$ cat src/rtl/vgm_player.sv
// VGM command-stream sequencer: fetches opcodes from a synchronous byte ROM and drives ym2149 register writes.
// Latency: 2 cycles per byte fetch, 1 decode cycle; A0 write = 9 cycles, waits = N*SAMPLE_DIV cycles.
// Backpressure: none; the ROM answers one cycle after out_addr, in_start is ignored while busy.
module vgm_player #(
    parameter int SAMPLE_DIV = 567,
    parameter int ADDR_W     = 16,
    parameter int START_ADDR = 0
) (
    input  logic              in_clk,
    input  logic              in_rst,
    input  logic              in_start,
    output logic [ADDR_W-1:0] out_addr,
    input  logic [7:0]        in_data,
    output logic [3:0]        out_reg,
    output logic [7:0]        out_val,
    output logic              out_wr,
    output logic              out_busy,
    output logic              out_done,
    output logic              out_err
);

    localparam int                DIV_W    = $clog2(SAMPLE_DIV);
    localparam logic [DIV_W-1:0]  DIV_LAST = DIV_W'(SAMPLE_DIV - 1);
    localparam logic [ADDR_W-1:0] START    = ADDR_W'(START_ADDR);

    typedef enum logic [3:0] {
        S_IDLE,
        S_FETCH,
        S_CAPTURE,
        S_DECODE,
        S_ARG1,
        S_ARG2,
        S_WR_HI,
        S_WR_LO,
        S_WAIT,
        S_DONE,
        S_ERR
    } state_t;

    state_t             state;
    logic [1:0]         byte_idx;   // 0: opcode, 1: first argument, 2: second argument
    logic [7:0]         op_r;
    logic [7:0]         arg1_r;
    logic [15:0]        samp_cnt;   // samples still to wait, including the current one
    logic [DIV_W-1:0]   div_cnt;    // clock cycles elapsed within the current sample

    // Sequencer: fetch/decode/execute with all outputs registered
    always_ff @(posedge in_clk) begin
        if (in_rst) begin
            state    <= S_IDLE;
            byte_idx <= 2'd0;
            op_r     <= 8'd0;
            arg1_r   <= 8'd0;
            samp_cnt <= 16'd0;
            div_cnt  <= '0;
            out_addr <= START;
            out_reg  <= 4'd0;
            out_val  <= 8'd0;
            out_wr   <= 1'b0;
            out_busy <= 1'b0;
            out_done <= 1'b0;
            out_err  <= 1'b0;
        end else begin
            case (state)
                S_IDLE, S_DONE, S_ERR: begin
                    if (in_start) begin
                        state    <= S_FETCH;
                        out_addr <= START;
                        out_busy <= 1'b1;
                        out_done <= 1'b0;
                        out_err  <= 1'b0;
                    end
                end
                S_FETCH: begin
                    byte_idx <= 2'd0;
                    state    <= S_CAPTURE;
                end
                S_ARG1: begin
                    byte_idx <= 2'd1;
                    state    <= S_CAPTURE;
                end
                S_ARG2: begin
                    byte_idx <= 2'd2;
                    state    <= S_CAPTURE;
                end
                S_CAPTURE: begin
                    out_addr <= out_addr + ADDR_W'(1);
                    case (byte_idx)
                        2'd0: begin
                            op_r  <= in_data;
                            state <= S_DECODE;
                        end
                        2'd1: begin
                            arg1_r <= in_data;
                            state  <= S_ARG2;
                        end
                        default: begin
                            if (op_r == 8'hA0) begin
                                // Only chip 0, registers 0..15 are forwarded; others are consumed silently
                                if (arg1_r[7:4] == 4'h0) begin
                                    out_reg <= arg1_r[3:0];
                                    out_val <= in_data;
                                    out_wr  <= 1'b1;
                                    state   <= S_WR_HI;
                                end else begin
                                    state <= S_FETCH;
                                end
                            end else if ({in_data, arg1_r} == 16'd0) begin
                                state <= S_FETCH;
                            end else begin
                                samp_cnt <= {in_data, arg1_r};
                                div_cnt  <= '0;
                                state    <= S_WAIT;
                            end
                        end
                    endcase
                end
                S_DECODE: begin
                    case (op_r)
                        8'hA0, 8'h61: state <= S_ARG1;
                        8'h62: begin
                            samp_cnt <= 16'd735;
                            div_cnt  <= '0;
                            state    <= S_WAIT;
                        end
                        8'h63: begin
                            samp_cnt <= 16'd882;
                            div_cnt  <= '0;
                            state    <= S_WAIT;
                        end
                        8'h66: begin
                            out_busy <= 1'b0;
                            out_done <= 1'b1;
                            state    <= S_DONE;
                        end
                        default: begin
                            if (op_r[7:4] == 4'h7) begin
                                samp_cnt <= {12'd0, op_r[3:0]} + 16'd1;
                                div_cnt  <= '0;
                                state    <= S_WAIT;
                            end else begin
                                out_busy <= 1'b0;
                                out_err  <= 1'b1;
                                state    <= S_ERR;
                            end
                        end
                    endcase
                end
                S_WR_HI: begin
                    out_wr <= 1'b0;
                    state  <= S_WR_LO;
                end
                S_WR_LO: begin
                    state <= S_FETCH;
                end
                S_WAIT: begin
                    if (div_cnt == DIV_LAST) begin
                        div_cnt <= '0;
                        if (samp_cnt == 16'd1) begin
                            samp_cnt <= 16'd0;
                            state    <= S_FETCH;
                        end else begin
                            samp_cnt <= samp_cnt - 16'd1;
                        end
                    end else begin
                        div_cnt <= div_cnt + DIV_W'(1);
                    end
                end
                default: state <= S_IDLE;
            endcase
        end
    end

endmodule

$ cat config.mk
export PLATFORM = sky130hd
export DESIGN_NAME = vgm_player
export DESIGN_NICKNAME = d
export VERILOG_FILES = /design/src/rtl/vgm_player.sv
export SDC_FILE = /design/constraint.sdc
export NUM_CORES = 1
export LEC_CHECK = 0
export ABC_AREA = 1
export CAP_MARGIN = 20
export CORE_MARGIN = 2
export CORE_UTILIZATION = 50
export CTS_BUF_LIST = sky130_fd_sc_hd__clkbuf_4
export DETAILED_ROUTE_END_ITERATION = 7
export PLACE_DENSITY = 0.81
export SLEW_MARGIN = 20
export SYNTH_ARGS = -nofsm -noshare
export SYNTH_HDL_FRONTEND = slang
export SYNTH_SLANG_ARGS = --single-unit
$ cat constraint.sdc
create_clock -name in_clk -period 3.3 [get_ports in_clk]
set_input_delay 0.33 -clock in_clk [delete_from_list [all_inputs] [get_ports in_clk]]
set_output_delay 0.33 -clock in_clk [all_outputs]
set_load 0.005 [all_outputs]
# --- After elaboration in Yosys (flattened, before gate mapping) ---
# Cells that the tools add are included.
classes:
  add_sub_neg: 4
  n_mul: 0
  div: 0
  n_lt_le_gt_ge: 0
  eq_ne: 35
  shift: 0
  muxes: 42
  bitwise: 1
  n_reduce_logical: 28
op_table:
  columns: ["cell", "n"]
  rows:
  - ["two-way mux 16 bit", 7]
  - ["case mux 16 bit (3 select lines)", 2]
  - ["two-way mux 10 bit", 5]
  - ["equality test 8 x 7 -> 1 bit, second input constant", 4]
  - ["case mux 16 bit (2 select lines)", 1]
  - ["case mux 10 bit (3 select lines)", 1]
  - ["case mux 4 bit (7 select lines)", 1]
  - ["inequality test 2 bit, second input constant", 13]
  - ["equality test 4 x 3 -> 1 bit, second input constant", 5]
  - ["two-way mux 4 bit", 5]
  - ["case mux 10 bit (2 select lines)", 1]
  - ["adder 16 x 1 -> 16 bit, second input constant", 1]
  - ["equality test 16 x 1 -> 1 bit, second input constant", 1]
  - ["zero test 16 bit", 1]
  - ["AND reduction 4 bit", 4]
  - ["subtractor 16 x 1 -> 16 bit, second input constant", 1]
  - ["equality test 4 bit, second input constant", 3]
  - ["case mux 4 bit (3 select lines)", 1]
  - ["adder 10 x 1 -> 10 bit, second input constant", 1]
  - ["equality test 10 bit, second input constant", 1]
  - ["case mux 1 bit (2 select lines)", 5]
  - ["two-way mux 1 bit", 9]
  - ["OR reduction 3 bit", 3]
  - ["equality test 4 x 2 -> 1 bit, second input constant", 2]
  - ["other kinds (22)", 32]
totals:
  register_bits: 80
  latch_bits: 0
  ram_bits: 0
  mem_bits_ro: 0
  input_bits: 11
  out_inout_bits: 32
  mem_count: 0

# --- Longest topological paths before layout ---
logic_depth:
  ltp_word: 5
  ltp_mapped: 14
  mapped_depth_nobuf: 13

# --- Worst setup path before layout ---
# No wires, ideal clock.
synth_timing:
  kind: "reg-to-reg"
  from: "register op_r[0]"
  to: "register samp_cnt[4]"
  setup_ns: 0.112
  arrival_ns: 1.564
  t_required_ns: 3.188
  path_slack_ns: 1.624
  stages_incl_launch_ff: 14
  period_less_slack_ns: 1.676
  cell_sequence: "dfxtp_1 -> inv_1 -> ha_1 -> nand2_1 -> nor2_1 -> nand2_1 -> nand3_2 -> nand2_2 -> nor2_4 -> nand2_4 -> buf_12 -> buf_12 -> nand3_2 -> nand2_1"
synth_via:
  elab_chain_cells: 4
  word_cells_on_any_way: 14
  classes_between: "add/sub (1); eq/ne (8); mux (3); reduce/logical (2)"
synth_rtl:
  columns: ["element", "line", "rtl"]
  rows:
  - ["start, declared", "42", "logic [7:0] op_r;"]
  - ["start signal, assigned", "90", "op_r <= in_data;"]
  - ["adder 4 x 1 -> 5 bit, or another cell as far along", "138", "samp_cnt <= {12'd0, op_r[3:0]} + 16'd1;"]
  - ["two-way mux 16 bit / OR reduction 3 bit (equally long branches)", null, null]
  - ["case mux 16 bit (3 select lines) / inequality test 2 bit (equally long branches)", null, null]
  - ["case mux 16 bit (3 select lines) / AND reduction 7 bit (equally long branches)", null, null]
  - ["end signal, assigned", "111", "samp_cnt <= {in_data, arg1_r};"]
  - ["end signal, assigned", "138", null]
  - ["end signal, assigned", "163", "samp_cnt <= samp_cnt - 16'd1;"]
  - ["end, declared", "44", "logic [15:0] samp_cnt;"]
# Several ways; a longest one is shown, not always the timed one. The select of a mux whose other input is x is not followed.
# A chain may end at the register's enable or synchronous reset.

# --- Worst setup path in the final report ---
layout_timing:
  from: "register state[3]"
  to: "register samp_cnt[5]"
layout_via:
  elab_chain_cells: 3
  word_cells_on_any_way: 12
  classes_between: "eq/ne (9); mux (1); reduce/logical (2)"
layout_rtl:
  columns: ["element", "line", "rtl"]
  rows:
  - ["start, declared", "40", "state_t state;"]
  - ["start signal, assigned", "50", "state <= S_IDLE;"]
  - ["start signal, assigned", "67", "state <= S_FETCH;"]
  - ["start signal, assigned", "76", "state <= S_CAPTURE;"]
  - ["equality test 4 x 2 -> 1 bit / equality test 4 bit (equally long branches)", "64", "case (state)"]
  - ["inequality test 4 bit (no source line), or another cell as far along", null, null]
  - ["AND reduction 7 bit (no source line)", null, null]
# Several ways; a longest one is shown, not always the timed one.

==> reports/qor.csv <==
metric;value;unit
status;finished clean;
# hold bufs at CTS;0;
CTS Root Cell;clkbuf_4;
worst skew pair latency;0.44;ns
Worst Hold Depth;2;
Fin. Hold Viols;0;
TritonCTS clock tree;done;
postcts setup bufs;0;
DR vias/cell;5.42;
max-cap viol count;0;
pre-CTS setup slack;1.12;ns
Final HPWL DP;8240;microns
Hold Crit Class;register to register;
clk buf depth;2;
r2r endpoint;samp_cnt[5]$_SDFFE_PP0P_;
number of port buffers;42;
diodes inserted;0;
DIE HEIGHT;99.8;microns
final worst-path cycle share;0.644;
layout cells sized above 1;0.0947;
syn_nets;699;
fillers;818;
final net count;733;
Tmin final;2.13;ns
Slew @ Worst Pin;0.552;ns
post-route setup slack;1.17;ns
core area;0.00881;sq mm
area of the die;0.00996;sq mm
CP max FO;20;
initial antenna violation count;0;
Wirelength per Cell;13.6;microns
final wirelength;11200;microns
Min-Delay Endpoint;div_cnt[8]$_SDFFE_PP0P_;
worst reg-to-reg path cell count;12;
Total Routing Usage GR;0.233;
IO Pins;43;
DR vias;4476;
Final Setup Violations;0;
critical path arrival;2.52;ns
clock-pin slew on the worst setup and hold paths;0.13;ns
GRT overflow;0;
Clock Skews;0.0209;ns
Num CTS Buffers;9;
row cnt;34;
top flop regs;out_addr: 16 flops, samp_cnt: 16 flops, div_cnt: 10 flops;
Placer Congestion;0.913;
Critical Path End Type;register;
Initial Utilization;0.521;
Max transition margin;0.632;
Num Clock Sinks;80;
Distinct cells, synth;36;
DRT iter0 DRCs;263;
DRC;0;
Crit path required time;3.69;ns
Max IR drop VDD;0.000356;V
H-tree lvl count;3;
crit start category;register;
Die X-Extent;99.8;microns
vias in the first global route;4334;
largest net degree at the start of global routing;55;
critical path class;register to register;
global-route wire length before repair;19200;microns
mapped cell area;0.00459;sq mm
Warnings, synthesis;0;
leakage;2.13;nW
number of synthesized register bits;80;
r2r setup slk;1.17;ns
Mean Syn Cell Area;6.76;sq um
P&R area growth vs syn;13.2;%
total negative slack;0;ns
post-synthesis sequential area ratio;0.349;
RSZ-0062 raised after global routing;no;
Final Max Tran Viols;0;
Mapped Cells;679;
DRT Pass-1 Iters;5;
DRT antenna net count;0;
HP Start;div_cnt[8]$_SDFFE_PP0P_;
Reg-to-Reg Start;state[3]$_SDFFE_PP0P_;
P per Cell Area;587;mW/mm^2
fmax;471;MHz
Pwr Total;0.00305;W
CTS resizes;0;
-- placed cells by master, fill, tap and decap left out, drive strengths merged --
master | synthesis | routed
nor2 | 93 | 93
a22o | 1 | 1
or2 | 5 | 5
clkinv | 2 | 5
clkbuf | 7 | 10
o21a | 2 | 2
o31ai | 1 | 1
o21ai | 42 | 42
nand3 | 64 | 64
ha | 9 | 9
xnor2 | 3 | 3
nand4 | 16 | 16
o211ai | 7 | 7
clkdlybuf4s50 | 0 | 42
a41oi | 1 | 1
nor3b | 1 | 1
nand2 | 195 | 195
xor2 | 9 | 9
inv | 62 | 62
a31oi | 1 | 1
o21bai | 2 | 2
buf | 14 | 2
nor3 | 8 | 8
a21oi | 54 | 54
bufinv | 0 | 3
dfxtp | 80 | 80
-- critical path, stage by stage, from the launching register on --
cell and delay, ns:
dfxtp_1 0.41, inv_1 0.10, nor2_2 0.13, nand2_2 0.09, inv_2 0.23, nor2_4 0.14, nand2_2 0.08, nand2_2 0.06
nor2_4 0.12, nand2_4 0.20, nor2_4 0.33, nand2_1 0.11, nand2_1 0.07
-- kinds of logic after synthesis --
kind of cell | after synthesis | share of synthesized area
adders and majority gates | 9 | 0.0245
AOI/OAI and AO/OA | 111 | 0.130
DFF | 80 | 0.349
xor gates and xnor gates | 12 | 0.0229
and+or+nand+nor | 382 | 0.389
buffers and inverters | 85 | 0.0854
-- worst max-delay path by stage --
stage | start | end | slack, ns | depth (start not counted)
finish | state[3]$_SDFFE_PP0P_ | samp_cnt[5]$_SDFFE_PP0P_ | 1.17 | 12
global route | state[3]$_SDFFE_PP0P_ | samp_cnt[5]$_SDFFE_PP0P_ | 0.97 | 12
CTS | state[3]$_SDFFE_PP0P_ | samp_cnt[2]$_SDFFE_PP0P_ | 1.17 | 12
detailed placement | in_data[5] | samp_cnt[1]$_SDFFE_PP0P_ | 1.12 | 11
global placement | in_data[5] | samp_cnt[14]$_SDFFE_PP0P_ | 1.18 | 11
floorplan | op_r[0]$_SDFFE_PP0P_ | samp_cnt[4]$_SDFFE_PP0P_ | 1.62 | 13
-- metrics by stage --
stage,util,cells,hold slack (ns),instance area (sq um)
final,0.590,826,0.483,5190
after global placement,0.569,810,0.453,5010
after global routing,0.590,826,0.523,5190
after detailed placement,0.569,810,0.463,5010
after floorplan,-,679,0.437,4590
after CTS,0.590,826,0.482,5190
-- per-layer routing --
metal | vias up | part of all wire | GRT usage
li1 | 2281 | - | -
met1 | 2052 | 0.45 | 0.302
met2 | 127 | 0.48 | 0.400
met3 | 16 | 0.056 | 0.0404
met4 | 0 | 0.015 | 0.0695
met5 | - | 0 | 0
-- cell usage after synthesis, drive strengths merged --
library cell  count  area, sq um
a41oi             1         8.76
nor3              8         40.0
nor3b             1         7.51
nand4            16          115
o31ai             1         7.51
a21oi            54          270
a22o              1         8.76
o21bai            2         15.0
dfxtp            80         1600
o211ai            7         52.6
nor2             93          429
o21ai            42          210
nand3            64          375
nand2           195          784
a31oi             1         6.26
xor2              9         78.8
or2               5         31.3
buf              14          123
xnor2             3         26.3
clkbuf            7         26.3
clkinv            2         7.51
ha                9          113
inv              62          235
o21a              2         15.0
-- layout make-up --
class | count | area [sq um] | share of cell area
timing repair buffer | 44 | 435 | 0.0839
sequential | 80 | 1600 | 0.308
multi-input combinational | 514 | 2590 | 0.500
tap | 108 | 135 | 0.0260
inverter | 64 | 243 | 0.0467
clock inverter | 6 | 108 | 0.0207
clock buffer | 10 | 75.1 | 0.0145
-- power breakdown --
| group | internal (W) | switching [W] |
|---|---|---|
| Combinational | 0.000381 | 0.000739 |
| Sequential | 0.00107 | 0.000123 |
| Clock | 0.000390 | 0.000341 |
Note: power is estimated with default switching activity, not from simulation.
==> variant, RTL diff (same settings) <==
Re-encode `state_t` (11 states) as one-hot, 11 bits wide.
--- a/src/rtl/vgm_player.sv
+++ b/src/rtl/vgm_player.sv
@@ -23,18 +23,18 @@
     localparam logic [DIV_W-1:0]  DIV_LAST = DIV_W'(SAMPLE_DIV - 1);
     localparam logic [ADDR_W-1:0] START    = ADDR_W'(START_ADDR);
 
-    typedef enum logic [3:0] {
-        S_IDLE,
-        S_FETCH,
-        S_CAPTURE,
-        S_DECODE,
-        S_ARG1,
-        S_ARG2,
-        S_WR_HI,
-        S_WR_LO,
-        S_WAIT,
-        S_DONE,
-        S_ERR
+    typedef enum logic [10:0] {
+        S_IDLE    = 11'b00000000001,
+        S_FETCH   = 11'b00000000010,
+        S_CAPTURE = 11'b00000000100,
+        S_DECODE  = 11'b00000001000,
+        S_ARG1    = 11'b00000010000,
+        S_ARG2    = 11'b00000100000,
+        S_WR_HI   = 11'b00001000000,
+        S_WR_LO   = 11'b00010000000,
+        S_WAIT    = 11'b00100000000,
+        S_DONE    = 11'b01000000000,
+        S_ERR     = 11'b10000000000
     } state_t;
 
     state_t             state;
Function: no difference found for any inputs over 10 cycles, from zero or initial values and one cycle with in_rst high; not proved beyond that.
==> variant against the original RTL <==
  * Clock skew shrank 6.3 ps
  * Routed wire length up 6.3%
  * Synthesized area up 9.6%
  * Largest cell class unchanged
  * Critical path type unchanged
  * Design area up 8.6%
  * Setup slack got worse by 72 ps
  * Sequential cell count up 7
Power is not compared: it rests on default switching activity, and its combinational part moved more than twofold at a synthesized area within 25%.
==> variant: results (changes against the original RTL) <==
{| class="wikitable"
! Metric !! Value
|-
| Run status || finished clean
|-
| Number of DRC markers after the initial detailed-route iteration || 307 (+17%)
|-
| Clock distribution area overhead in the final layout || 2.419% (-1.1 points)
|-
| Endpoint of the most critical setup path || samp_cnt[12]
|-
| Post-synthesis share of cell area spent on full adders, half adders and majority gates || 2.240% (-0.21 points)
|-
| Sequential area share after synthesis || 34.64% (-0.26 points)
|-
| Cell variety after synth || 32 (-11%)
|-
| Register-to-register setup slack || 1100 ps (-70 ps)
|-
| Slew at the pin closest to its max-slew limit || 790.4 ps (+238.0 ps)
|-
| Type of the most critical hold path || in -> reg
|-
| Share of post-route cells with drive strength above 1 || 6.880% (-2.6 points)
|-
| Post-synthesis compound-gate area fraction || 11.22% (-1.7 points)
|-
| Worst slack on hold paths || 463.0 ps (-20.22 ps)
|-
| Via count of the first global-routing pass || 4284 (-1.2%)
|-
| Total clock sinks || 87 (+8.8%)
|-
| Proportion of netlist area held by the largest area contributor || 34.64% (-0.26 points)
|-
| Multi-input gate share of total cell area || 50.24% (+0.27 points)
|-
| GRT Total Usage || 22.32% (-0.99 points)
|-
| Biggest registers after layout || out_addr x16, samp_cnt x16, state x11
|-
| Maximum number of pins on one net before global-route repair || 54 (-1.8%)
|-
| Register share of the cell area || 30.89% (+0.049 points)
|-
| Global placement routability congestion || 0.9231 (+1.1%)
|-
| Inverter count || 90 (+41%)
|-
| Final WL || 11930 um (+6.3%)
|-
| Number of vias per cell after detailed routing || 5.186 (-4.3%)
|-
| XOR/XNOR Fraction of Synth Area || 2.439% (+0.15 points)
|-
| Area contributors post-synth || sky130_fd_sc_hd__dfxtp_1 (35%), sky130_fd_sc_hd__nand2_1 (14%), sky130_fd_sc_hd__nand3_1 (9.1%), sky130_fd_sc_hd__nor2_1 (7.1%), sky130_fd_sc_hd__a21oi_1 (7.1%)
|-
| Data buffer area share || 7.501% (-0.88 points)
|-
| Post-synth net total || 794 (+14%)
|-
| Post-DP HPWL || 8771 um (+6.5%)
|-
| Clk_buf instances || 12 (+2)
|-
| Most used standard cells in the synthesized netlist || sky130_fd_sc_hd__nand2_1 (189), sky130_fd_sc_hd__nor2_1 (95), sky130_fd_sc_hd__nand3_1 (91)
|-
| Worst reg2reg path depth || 11 (-1)
|-
| Instance count along the most critical hold path || 3 (+1)
|-
| Count of multi-input combinational gates || 578 (+12%)
|-
| Largest driver fanout on the critical path || 16 (-20%)
|-
| Number of nets in the finished design || 829 (+13%)
|}
variant: cell count changes after synthesis, sizes merged, moves of 6 or more:
cell / change
a21oi: +18
dfxtp: +7
inv: +23
nand3: +30
nand3b: +7
nor2: +15
o211ai: -6
variant: power by group:
group | internal (mW) | total (mW) | leakage (nW) | switching [mW]
Sequential | 1.08 | 1.10 | 0.701 | 0.0227
Combinational | 0.101 | 0.316 | 1.47 | 0.215
Clock | 0.254 | 0.606 | 0.0750 | 0.352
variant: routing by layer:
layer  track usage, %  vias up  routed length [um]
met5                0        -                   0
met4            8.687        0                 211
met3            2.882       17                 623
met2            34.55      138                5350
met1            31.53     2176                5742
li1                 -     2580                   -
variant: through the flow:
step | instances | instance area, um^2 | setup slack (ps)
after floorplan | 774 | 5027 | 1617
after global placement | 931 | 5502 | 1217
after detailed placement | 931 | 5502 | 1146
after CTS | 947 | 5638 | 1107
after global routing | 947 | 5638 | 844.3
final | 947 | 5638 | 1103
